===== src/rtl/lift_disp_pkg.sv =====
// Shared constants and helpers for the lift floor display.
// Latency: none (package of constants and a combinational helper).
// Backpressure: not applicable.
//
// Holds the seven-segment patterns (a = bit 6, active-high), the direction
// codes seen on the lift controller's direction bus, and a BCD-to-segment
// lookup used by the display scanner.
package lift_disp_pkg;

    localparam logic [6:0] SEG_DIGIT [0:9] = '{
        7'b1111110, // 0
        7'b0110000, // 1
        7'b1101101, // 2
        7'b1111001, // 3
        7'b0110011, // 4
        7'b1011011, // 5
        7'b1011111, // 6
        7'b1110000, // 7
        7'b1111111, // 8
        7'b1111011  // 9
    };
    localparam logic [6:0] SEG_BLANK = 7'b0000000;
    localparam logic [6:0] SEG_DASH  = 7'b0000001;

    typedef enum logic [1:0] {
        DIR_IDLE = 2'b00,
        DIR_UP   = 2'b01,
        DIR_DOWN = 2'b10,
        DIR_BAD  = 2'b11
    } dir_e;

    // Non-decimal codes never come out of the converter; blank them anyway.
    function automatic logic [6:0] seg_of_bcd(input logic [3:0] d);
        logic [6:0] seg;
        case (d)
            4'd0:    seg = SEG_DIGIT[0];
            4'd1:    seg = SEG_DIGIT[1];
            4'd2:    seg = SEG_DIGIT[2];
            4'd3:    seg = SEG_DIGIT[3];
            4'd4:    seg = SEG_DIGIT[4];
            4'd5:    seg = SEG_DIGIT[5];
            4'd6:    seg = SEG_DIGIT[6];
            4'd7:    seg = SEG_DIGIT[7];
            4'd8:    seg = SEG_DIGIT[8];
            4'd9:    seg = SEG_DIGIT[9];
            default: seg = SEG_BLANK;
        endcase
        return seg;
    endfunction

endpackage


===== src/rtl/lift_floor_display_bin2bcd.sv =====
// Sequential double-dabble binary-to-BCD converter.
// Latency: start in cycle 0, done pulses in cycle IN_W with bcd valid.
// Backpressure: none; a start during a conversion restarts it.
//
// Ports: clk, rst_n (sync, active-low), start (1-cycle), bin (IN_W),
//        done (1-cycle), bcd (4*DIGITS, digit 0 in bits [3:0]).
module lift_bin2bcd_seq #(
    parameter int IN_W   = 4,
    parameter int DIGITS = 2
) (
    input  logic                  clk,
    input  logic                  rst_n,
    input  logic                  start,
    input  logic [IN_W-1:0]       bin,
    output logic                  done,
    output logic [4*DIGITS-1:0]   bcd
);
    import lift_disp_pkg::*;

    localparam int BCD_W = 4 * DIGITS;
    localparam int CNT_W = $clog2(IN_W + 1);

    logic [BCD_W-1:0] bcd_r;
    logic [IN_W-1:0]  sh_r;
    logic [CNT_W-1:0] cnt_r;

    // One iteration: add 3 to every BCD digit >= 5, then shift the whole
    // {bcd, binary} register left by one.
    function automatic logic [BCD_W+IN_W-1:0] dd_step(
        input logic [BCD_W-1:0] b,
        input logic [IN_W-1:0]  s
    );
        logic [BCD_W-1:0] adj;
        adj = b;
        for (int d = 0; d < DIGITS; d++) begin
            if (adj[4*d +: 4] >= 4'd5)
                adj[4*d +: 4] = adj[4*d +: 4] + 4'd3;
        end
        return {adj, s} << 1;
    endfunction

    // The first iteration happens on the start edge itself, so IN_W
    // iterations complete IN_W cycles after start.
    always_ff @(posedge clk) begin
        if (!rst_n) begin
            bcd_r <= '0;
            sh_r  <= '0;
            cnt_r <= '0;
            done  <= 1'b0;
        end else begin
            done <= 1'b0;
            if (start) begin
                {bcd_r, sh_r} <= dd_step('0, bin);
                cnt_r         <= CNT_W'(IN_W - 1);
                done          <= (IN_W == 1);
            end else if (cnt_r != '0) begin
                {bcd_r, sh_r} <= dd_step(bcd_r, sh_r);
                cnt_r         <= cnt_r - CNT_W'(1);
                done          <= (cnt_r == CNT_W'(1));
            end
        end
    end

    assign bcd = bcd_r;

endmodule


===== src/rtl/lift_floor_display.sv =====
// Scanned seven-segment floor display with range check and direction arrow.
// Latency: floor_valid to new digits FLOOR_W+1 cycles; out-of-range dash 1 cycle.
// Backpressure: none; strobes during busy land in a one-deep overwrite register.
//
// Ports: clk, rst_n (sync, active-low), floor_bin/floor_valid (floor strobe),
//        direction (00 idle, 01 up, 10 down, 11 bad), door_open,
//        seg_a_to_g (a = bit 6), digit_en (one-hot, bit 0 = LSD), arrow
//        (bit 0 up, bit 1 down), busy, err. All outputs registered.
// Build option: define LIFT_DISP_BLINK_EN to blink the arrow while moving.
module lift_floor_display #(
    parameter  int NUM_FLOORS = 16,
    parameter  int NUM_DIGITS = 2,
    parameter  int SCAN_DIV   = 1000,
    parameter  int BLINK_DIV  = 250000,
    localparam int FLOOR_W    = $clog2(NUM_FLOORS)
) (
    input  logic                  clk,
    input  logic                  rst_n,
    input  logic [FLOOR_W-1:0]    floor_bin,
    input  logic                  floor_valid,
    input  logic [1:0]            direction,
    input  logic                  door_open,
    output logic [6:0]            seg_a_to_g,
    output logic [NUM_DIGITS-1:0] digit_en,
    output logic [1:0]            arrow,
    output logic                  busy,
    output logic                  err
);
    import lift_disp_pkg::*;

    localparam int BCD_W  = 4 * NUM_DIGITS;
    localparam int SCAN_W = $clog2(SCAN_DIV);
    localparam int IDX_W  = (NUM_DIGITS > 1) ? $clog2(NUM_DIGITS) : 1;
    localparam logic [FLOOR_W:0] FLOOR_LIMIT = (FLOOR_W + 1)'(NUM_FLOORS);

    // ---------------- capture / pending ----------------
    logic [FLOOR_W-1:0] pend_val;
    logic               pend_vld;
    logic [FLOOR_W-1:0] cap_val;
    logic               cap_vld, cap_bad, conv_start, pend_load;
    logic               conv_done;
    logic [BCD_W-1:0]   conv_bcd;
    logic [BCD_W-1:0]   shown, shown_nxt;
    logic               err_nxt;

    // A waiting pending value takes priority over a fresh strobe; a strobe
    // arriving in that same cycle simply refills the pending slot.
    assign cap_vld    = !busy && (pend_vld || floor_valid);
    assign cap_val    = pend_vld ? pend_val : floor_bin;
    assign cap_bad    = ({1'b0, cap_val} >= FLOOR_LIMIT);
    assign conv_start = cap_vld && !cap_bad;
    assign pend_load  = floor_valid && (busy || pend_vld);
    assign err_nxt    = cap_vld ? cap_bad : err;
    assign shown_nxt  = conv_done ? conv_bcd : shown;

    lift_bin2bcd_seq #(
        .IN_W   (FLOOR_W),
        .DIGITS (NUM_DIGITS)
    ) u_bin2bcd (
        .clk   (clk),
        .rst_n (rst_n),
        .start (conv_start),
        .bin   (cap_val),
        .done  (conv_done),
        .bcd   (conv_bcd)
    );

    // ---------------- scan ----------------
    logic [SCAN_W-1:0]     scan_cnt;
    logic [IDX_W-1:0]      idx, idx_nxt;
    logic                  scan_wrap;
    logic [NUM_DIGITS-1:0] digit_en_nxt;
    logic [6:0]            seg_nxt;
    logic [3:0]            cur_dig;
    logic                  cur_blank, higher_zero;

    assign scan_wrap = (scan_cnt == SCAN_W'(SCAN_DIV - 1));

    always_comb begin
        idx_nxt = idx;
        if (scan_wrap)
            idx_nxt = (idx == IDX_W'(NUM_DIGITS - 1)) ? '0 : idx + IDX_W'(1);
    end

    // Segments are computed from next-state values so that the registered
    // seg_a_to_g always matches the registered digit_en.
    always_comb begin
        digit_en_nxt = '0;
        cur_dig      = 4'd0;
        cur_blank    = 1'b0;
        higher_zero  = 1'b1;
        for (int j = NUM_DIGITS - 1; j >= 0; j--) begin
            higher_zero = higher_zero && (shown_nxt[4*j +: 4] == 4'd0);
            if (IDX_W'(j) == idx_nxt) begin
                digit_en_nxt[j] = 1'b1;
                cur_dig         = shown_nxt[4*j +: 4];
                cur_blank       = higher_zero && (j != 0);
            end
        end
        if (err_nxt)
            seg_nxt = SEG_DASH;
        else if (cur_blank)
            seg_nxt = SEG_BLANK;
        else
            seg_nxt = seg_of_bcd(cur_dig);
    end

    // ---------------- arrow ----------------
    logic       blink_on;
    logic [1:0] arrow_nxt;

`ifdef LIFT_DISP_BLINK_EN
    localparam int BLINK_W = $clog2(BLINK_DIV);
    logic [BLINK_W-1:0] blink_cnt;
    logic               blink_ph;

    // Free-running; direction changes do not restart the phase.
    always_ff @(posedge clk) begin
        if (!rst_n) begin
            blink_cnt <= '0;
            blink_ph  <= 1'b1;
        end else if (blink_cnt == BLINK_W'(BLINK_DIV - 1)) begin
            blink_cnt <= '0;
            blink_ph  <= !blink_ph;
        end else begin
            blink_cnt <= blink_cnt + BLINK_W'(1);
        end
    end
    assign blink_on = blink_ph;
`else
    assign blink_on = 1'b1;
`endif

    always_comb begin
        arrow_nxt = 2'b00;
        if (direction == DIR_UP || direction == DIR_DOWN)
            arrow_nxt = (door_open || blink_on) ? direction : 2'b00;
    end

    // ---------------- state and output registers ----------------
    always_ff @(posedge clk) begin
        if (!rst_n) begin
            pend_val   <= '0;
            pend_vld   <= 1'b0;
            shown      <= '0;
            busy       <= 1'b0;
            err        <= 1'b0;
            scan_cnt   <= '0;
            idx        <= '0;
            seg_a_to_g <= SEG_DIGIT[0];
            digit_en   <= NUM_DIGITS'(1);
            arrow      <= 2'b00;
        end else begin
            if (pend_load) begin
                pend_val <= floor_bin;
                pend_vld <= 1'b1;
            end else if (cap_vld) begin
                pend_vld <= 1'b0;
            end
            if (conv_start)
                busy <= 1'b1;
            else if (conv_done)
                busy <= 1'b0;
            err        <= err_nxt;
            shown      <= shown_nxt;
            scan_cnt   <= scan_wrap ? '0 : scan_cnt + SCAN_W'(1);
            idx        <= idx_nxt;
            seg_a_to_g <= seg_nxt;
            digit_en   <= digit_en_nxt;
            arrow      <= arrow_nxt;
        end
    end

endmodule


===== config.mk =====
export PLATFORM = sky130hd
export DESIGN_NAME = lift_floor_display
export DESIGN_NICKNAME = d
export VERILOG_FILES = /design/src/rtl/lift_disp_pkg.sv /design/src/rtl/lift_floor_display_bin2bcd.sv /design/src/rtl/lift_floor_display.sv
export SDC_FILE = /design/constraint.sdc
export NUM_CORES = 1
export LEC_CHECK = 0
export ABC_AREA = 1
export CAP_MARGIN = 10
export CORE_MARGIN = 2
export CORE_UTILIZATION = 55
export DETAILED_ROUTE_END_ITERATION = 6
export GPL_TIMING_DRIVEN = 0
export HOLD_SLACK_MARGIN = 0.06
export MAX_ROUTING_LAYER = met4
export PLACE_DENSITY = 0.85
export SLEW_MARGIN = 20
export SYNTH_ARGS = -nofsm -noshare
export SYNTH_HDL_FRONTEND = slang
export SYNTH_SLANG_ARGS = --single-unit

===== constraint.sdc =====
create_clock -name clk -period 2.94 [get_ports clk]
set_input_delay 0.294 -clock clk [delete_from_list [all_inputs] [get_ports clk]]
set_output_delay 0.294 -clock clk [all_outputs]
set_load 0.005 [all_outputs]

==> impl_metrics.env, run 1 <==
export IMPL_status="complete, no violations"
export IMPL_placed_cell_area_mm2=0.00287
export IMPL_cts_setup_buffers=0
export IMPL_crit_required_ns=3.19
export IMPL_worstSetupPathType="reg -> reg"
export IMPL_maxSlewHeadroom_pct=69.2
export IMPL_final_seq_area_mm2=0.00102
export IMPL_hold_buffers=0
export IMPL_path_clk_slew_ns=0.09
export IMPL_grt_ovfl_total=0
export IMPL_die_w_um=72.8
export IMPL_clock_fmax_mhz=486
export IMPL_yosys_area_top_type="dfxtp_1"
export IMPL_rows=25
export IMPL_via_count=2087
export IMPL_synthFlopType="dfxtp_1"
export IMPL_critPathLaunchType="flip-flop"
export IMPL_switchingPower_mw=0.433
export IMPL_cts_root_buf="clkbuf_8"
export IMPL_synth_edf_count=0
export IMPL_p_sw_share_pct=29.5
export IMPL_grt_max_degree=16
export IMPL_finalPower_mw=1.47
export IMPL_ios=23
export IMPL_hold_path_class="in -> reg"
export IMPL_finalSetupTns_ns=0
export IMPL_ant_nets=0
export IMPL_synth_seq_area_share_pct=39.2
export IMPL_instances_no_fill=404
export IMPL_post_synth_top_count_cell="dfxtp_1"
export IMPL_grt_total_usage_pct=21.0
export IMPL_drtIter0Drc=80
export IMPL_leakage_nw=1.36
export IMPL_post_drt_wl_per_cell_um=11.7
export IMPL_die_area_mm2=0.00530
export IMPL_grt_pass1_vias=2052
export IMPL_via_per_inst=5.17
export IMPL_skew_ns=0.00516
export IMPL_ctsResizeCount=0
export IMPL_yosysTopAreaCellShare_pct=39.2
export IMPL_cts_sinks=51
export IMPL_die_h_um=72.8
export IMPL_crit_arrival_ns=2.31
export IMPL_p_int_mw=1.03
export IMPL_cts_buffer_depth=2
export IMPL_syn_nets=345
export IMPL_antenna_cells=0
export IMPL_stdcell_area_mm2=0.00296
export IMPL_route_detailed_drc=0
export IMPL_powerDensity_mw_per_mm2=496
export IMPL_synth_seq_cells=51
export IMPL_dr_pass1_iters=4
export IMPL_place_inst=396
export IMPL_cts_htree_levels=2
export IMPL_grt_pass1_wl_um=8490
export IMPL_initial_core_util_pct=56.3
export IMPL_crit_path_end_kind="flip-flop"
export IMPL_fillers=393
export IMPL_core_area_mm2=0.00463
export IMPL_fin_nets=372
export IMPL_synthTopCellsByCount="dfxtp_1, inv_1, nand2_1"
export IMPL_yosys_warnings=0
export IMPL_synth_area_leaders="dfxtp_1, inv_1, nand2_1, ha_1, nor2_1"
export IMPL_worst_slack_ns=0.883
export IMPL_rsz0062_at_grt="false"
export IMPL_wirelength_um=4730
export IMPL_fin_util_pct=63.9
export IMPL_holdWs_ns=0.272
export IMPL_cts_tree="yes"
export IMPL_synth_area_mm2=0.00261
export IMPL_period_share_pct=70.0
export IMPL_slew_violations=0
export IMPL_syn_area_per_cell_um2=8.09
export IMPL_synthCells=322
export IMPL_synthArstFlopShare_pct=0
export IMPL_synth_cell_type_count=40
export IMPL_crit_fanout=6
export IMPL_maxCapViolations=0
export IMPL_ir_drop_mv=0.286
export IMPL_fin_crit_ns=2.06
export IMPL_numCtsBuffers=5
export IMPL_multiInputGateArea_mm2=0.00135
export IMPL_antenna_found_initial=0
export IMPL_place_hpwl_um=3660
export IMPL_gp_congestion=0.838
export IMPL_area_growth_pct=13.5
export IMPL_layout_drive_gt1_share_pct=13.7
export IMPL_finalHoldViolations=0
export IMPL_tightest_slew_ns=0.462
export IMPL_comb_power_share_pct=21.1
export IMPL_pwr_share_clk_pct=26.9
export IMPL_seqPwrFrac_pct=52.0
export IMPL_numPortBuffers=20
export IMPL_dp_slack_ns=0.878
export IMPL_setup_viol_count_final=0
export IMPL_worst_skew_pair_late_latency_ns=0.30
==> routing by layer <==
layer  part of all wire, %  up-vias  GRT usage [%]
met5                     0        -              -
met4                   1.8        0           8.85
met3                   3.5        8           3.04
met2                    50       47           36.0
met1                    44      941           24.5
li1                      -     1091              -
==> layout by cell type (no fill, tap or decap), drive strengths merged <==
cell	netlist	layout
o22ai	3	3
nand4	3	3
o21ai	26	26
clkinvlp	0	1
nor3	2	2
or2	1	1
nor3b	1	1
nand3	23	23
o311ai	1	1
clkbuf	2	8
clkinv	0	1
o21a	1	1
ha	13	13
xor2	1	1
o211ai	1	1
buf	4	4
a21boi	1	1
nand3b	2	2
nand2	64	64
clkdlybuf4s50	0	20
mux2i	1	1
inv	53	53
nor2	42	42
o32ai	5	5
dfxtp	51	51
a21oi	15	15
a311oi	2	2
a211oi	1	1
xnor2	2	2
a31oi	1	1
==> sequential cells by signal, summed over array words and instances (netlist names), 2 cells and up <==
register	flops
u_bin2bcd.cnt_r	3
u_bin2bcd.bcd	8
pend_val	4
shown	8
arrow	2
digit_en	2
seg_a_to_g	7
scan_cnt	10
u_bin2bcd.sh_r	3
==> power by group through the flow <==
stage                     logic (mW)  clock network [mW]  registers, mW
final                          0.309               0.395          0.764
after global routing           0.357               0.426          0.768
after CTS                      0.310               0.405          0.764
after detailed placement       0.308                   0          0.780
after global placement         0.298                   0          0.778
after floorplan                0.219                   0          0.777
==> critical path, stage by stage (launching register included) <==
cell     delay (ns)
dfxtp_1        0.36
ha_1           0.22
nand2_4        0.09
nor2_8         0.14
nand4_4        0.14
nand2_4        0.15
nand2_1        0.06
nand2_1        0.18
inv_1          0.09
ha_1           0.20
inv_1          0.05
nand3_1        0.10
nand3_1        0.10
nand3_1        0.07
nand2_1        0.06
==> logic make-up after synthesis <==
family	share of synthesized area, %
compound gates	14.8
xor+xnor	1.01
fa+ha+maj	6.24
buf+inv	9.07
flops	39.2
mux	0.384
simple gates	29.3
==> path summary, 6_finish.rpt <==
check                         start                        to  slack (ns)  cells after the start
max          scan_cnt[0]$_SDFF_PP0_  seg_a_to_g[3]$_SDFF_PN1_        0.88                     14
max reg2reg  scan_cnt[0]$_SDFF_PP0_  seg_a_to_g[3]$_SDFF_PN1_        0.88                     14
min                           rst_n    scan_cnt[2]$_SDFF_PP0_        0.27                      3
min reg2reg  scan_cnt[0]$_SDFF_PP0_    scan_cnt[0]$_SDFF_PP0_        0.46                      1
==> area by class of cell <==
cell class	count	share of cell area, %
plain buffers	6	1.27
clock buffers	6	2.45
clock inverters	2	0.423
inverters	53	6.72
multi-input cells	212	45.6
flip-flops and latches	51	34.5
well taps	54	2.28
repair buffers	20	6.77
Note: power is estimated with default switching activity, not from simulation.
==> inputs of run 2 (changes only) <==
==> constraint.sdc (replaced) <==
create_clock -name clk -period 2 [get_ports clk]
set_input_delay 0.2 -clock clk [delete_from_list [all_inputs] [get_ports clk]]
set_output_delay 0.2 -clock clk [all_outputs]
set_load 0.005 [all_outputs]
==> impl_metrics.env, run 2 (synthesized netlist as in run 1, its figures left out) <==
export IMPL_via_per_inst=5.18
export IMPL_maxCapViolations=0
export IMPL_maxSlewHeadroom_pct=66.9
export IMPL_path_delay_family="simple AND/OR/NAND/NOR gates"
export IMPL_p_int_mw=1.54
export IMPL_largest_register_ffs=10
export IMPL_crit_path_frequent_cell="nand2_4"
export IMPL_worst_slack_ns=0.145
export IMPL_instances_no_fill=411
export IMPL_fin_util_pct=67.0
export IMPL_status="complete, no violations"
export IMPL_p_sw_share_pct=30.0
export IMPL_finalPower_mw=2.19
export IMPL_worstSetupPathType="reg -> reg"
export IMPL_cts_sinks=51
export IMPL_finalSetupTns_ns=0
export IMPL_dr_pass1_iters=5
export IMPL_finalHoldViolations=0
export IMPL_grt_ovfl_total=0
export IMPL_seqPwrFrac_pct=51.3
export IMPL_rows=25
export IMPL_leakage_nw=1.41
export IMPL_via_count=2130
export IMPL_stdcell_area_mm2=0.00310
export IMPL_crit_fanout=6
export IMPL_die_area_mm2=0.00530
export IMPL_fillers=363
export IMPL_cts_root_buf="clkbuf_8"
export IMPL_multiInputGateArea_mm2=0.00143
export IMPL_post_drt_wl_per_cell_um=12.4
export IMPL_mostFrequentLayoutCell="dfxtp_1"
export IMPL_antenna_cells=0
export IMPL_tightest_slew_ns=0.492
export IMPL_antenna_found_initial=0
export IMPL_layout_common_cells="dfxtp_1, inv_1, nand2_1"
export IMPL_placed_cell_area_mm2=0.00287
export IMPL_place_inst=396
export IMPL_crit_arrival_ns=2.10
export IMPL_route_detailed_drc=0
export IMPL_die_h_um=72.8
export IMPL_crit_required_ns=2.25
export IMPL_fin_crit_ns=1.86
export IMPL_cp_slowest_cell="dfxtp_2"
export IMPL_numPortBuffers=20
export IMPL_skew_ns=0.00425
export IMPL_regMostFlops="scan_cnt"
export IMPL_crit_chain="ha_4, nand2_4, nor2_8, nand4_4, nand2_8, nand2_4, nand2_4, inv_2, ha_1, inv_1, nand3_2, nand3_1, nand3_1, nand2_1"
export IMPL_ir_drop_mv=0.438
export IMPL_holdWs_ns=0.195
export IMPL_worst_skew_pair_late_latency_ns=0.30
export IMPL_cts_buffer_depth=2
export IMPL_initial_core_util_pct=56.3
export IMPL_comb_power_share_pct=22.3
export IMPL_dp_slack_ns=-0.0623
export IMPL_cts_htree_levels=2
export IMPL_path_clk_slew_ns=0.09
export IMPL_path_buf_inv=2
export IMPL_hold_buffers=0
export IMPL_core_area_mm2=0.00463
export IMPL_period_share_pct=92.8
export IMPL_final_seq_area_mm2=0.00103
export IMPL_area_growth_pct=19.0
export IMPL_wirelength_um=5080
export IMPL_switchingPower_mw=0.658
export IMPL_place_hpwl_um=3660
export IMPL_crit_path_end_kind="flip-flop"
export IMPL_numCtsBuffers=5
export IMPL_clock_fmax_mhz=539
export IMPL_grt_max_degree=16
export IMPL_ios=23
export IMPL_grt_pass1_vias=2061
export IMPL_powerDensity_mw_per_mm2=708
export IMPL_pwr_share_clk_pct=26.4
export IMPL_grt_total_usage_pct=21.1
export IMPL_grt_pass1_wl_um=8530
export IMPL_drtIter0Drc=88
export IMPL_fin_nets=379
export IMPL_die_w_um=72.8
export IMPL_gp_congestion=0.838
export IMPL_critPathLaunchType="flip-flop"
export IMPL_layout_drive_gt1_share_pct=19.3
export IMPL_critPathMaxStageDelay_ns=0.36
export IMPL_hold_path_class="in -> reg"
export IMPL_cts_tree="yes"
export IMPL_setup_viol_count_final=0
export IMPL_ant_nets=0
export IMPL_slew_violations=0
-- run 2: cell count changes in the layout (fill, tap and decap cells not counted), sizes merged --
cell | before | now
buf | 4 | 11
-- run 2: path summary, 6_finish.rpt --
path,slack [ns],startpoint,endpoint,cells after the start
worst min register to register,0.45,scan_cnt[0]$_SDFF_PP0_,scan_cnt[0]$_SDFF_PP0_,1
worst min-delay path,0.19,rst_n,seg_a_to_g[0]$_SDFF_PN0_,3
worst max register to register,0.14,scan_cnt[1]$_SDFF_PP0_,seg_a_to_g[3]$_SDFF_PN1_,14
worst max-delay path,0.14,scan_cnt[1]$_SDFF_PP0_,seg_a_to_g[3]$_SDFF_PN1_,14
-- run 2: layout make-up --
| class | count | share of cell area (%) |
|---|---|---|
| multi-input combinational | 212 | 46.2 |
| sequential | 51 | 33.1 |
| timing repair buffer | 27 | 8.15 |
| inverter | 53 | 6.42 |
| clock buffer | 6 | 2.34 |
| tap | 54 | 2.18 |
| buffer | 6 | 1.21 |
| clock inverter | 2 | 0.404 |
-- run 2: tightest hold or removal path: stages --
cell,delay [ns]
buf_4,0.14
nand3_2,0.08
nand2_1,0.05
-- run 2: layer usage --
| layer | vias up | GRT usage [%] | part of all wire (%) |
|---|---|---|---|
| met2 | 42 | 36.3 | 51 |
| met3 | 10 | 3.04 | 3.7 |
| li1 | 1106 | - | - |
| met1 | 972 | 24.5 | 43 |
| met4 | 0 | 8.85 | 2.0 |
| met5 | - | - | 0 |
-- run 2: timing repair --
action / CTS / global route
endpoints found under the setup margin: 5 / 6
resized for setup: 3 / 17
pin swaps: 0 / 6
buffers inserted: 0 / 7
cloned: 0 / 0
-- run 2: power groups by stage --
stage	Clock [mW]	Combinational [mW]	Sequential (mW)
detailed placement	0	0.453	1.15
global placement	0	0.438	1.14
finish	0.580	0.490	1.12
global route	0.628	0.561	1.13
CTS	0.596	0.458	1.12
floorplan	0	0.322	1.14
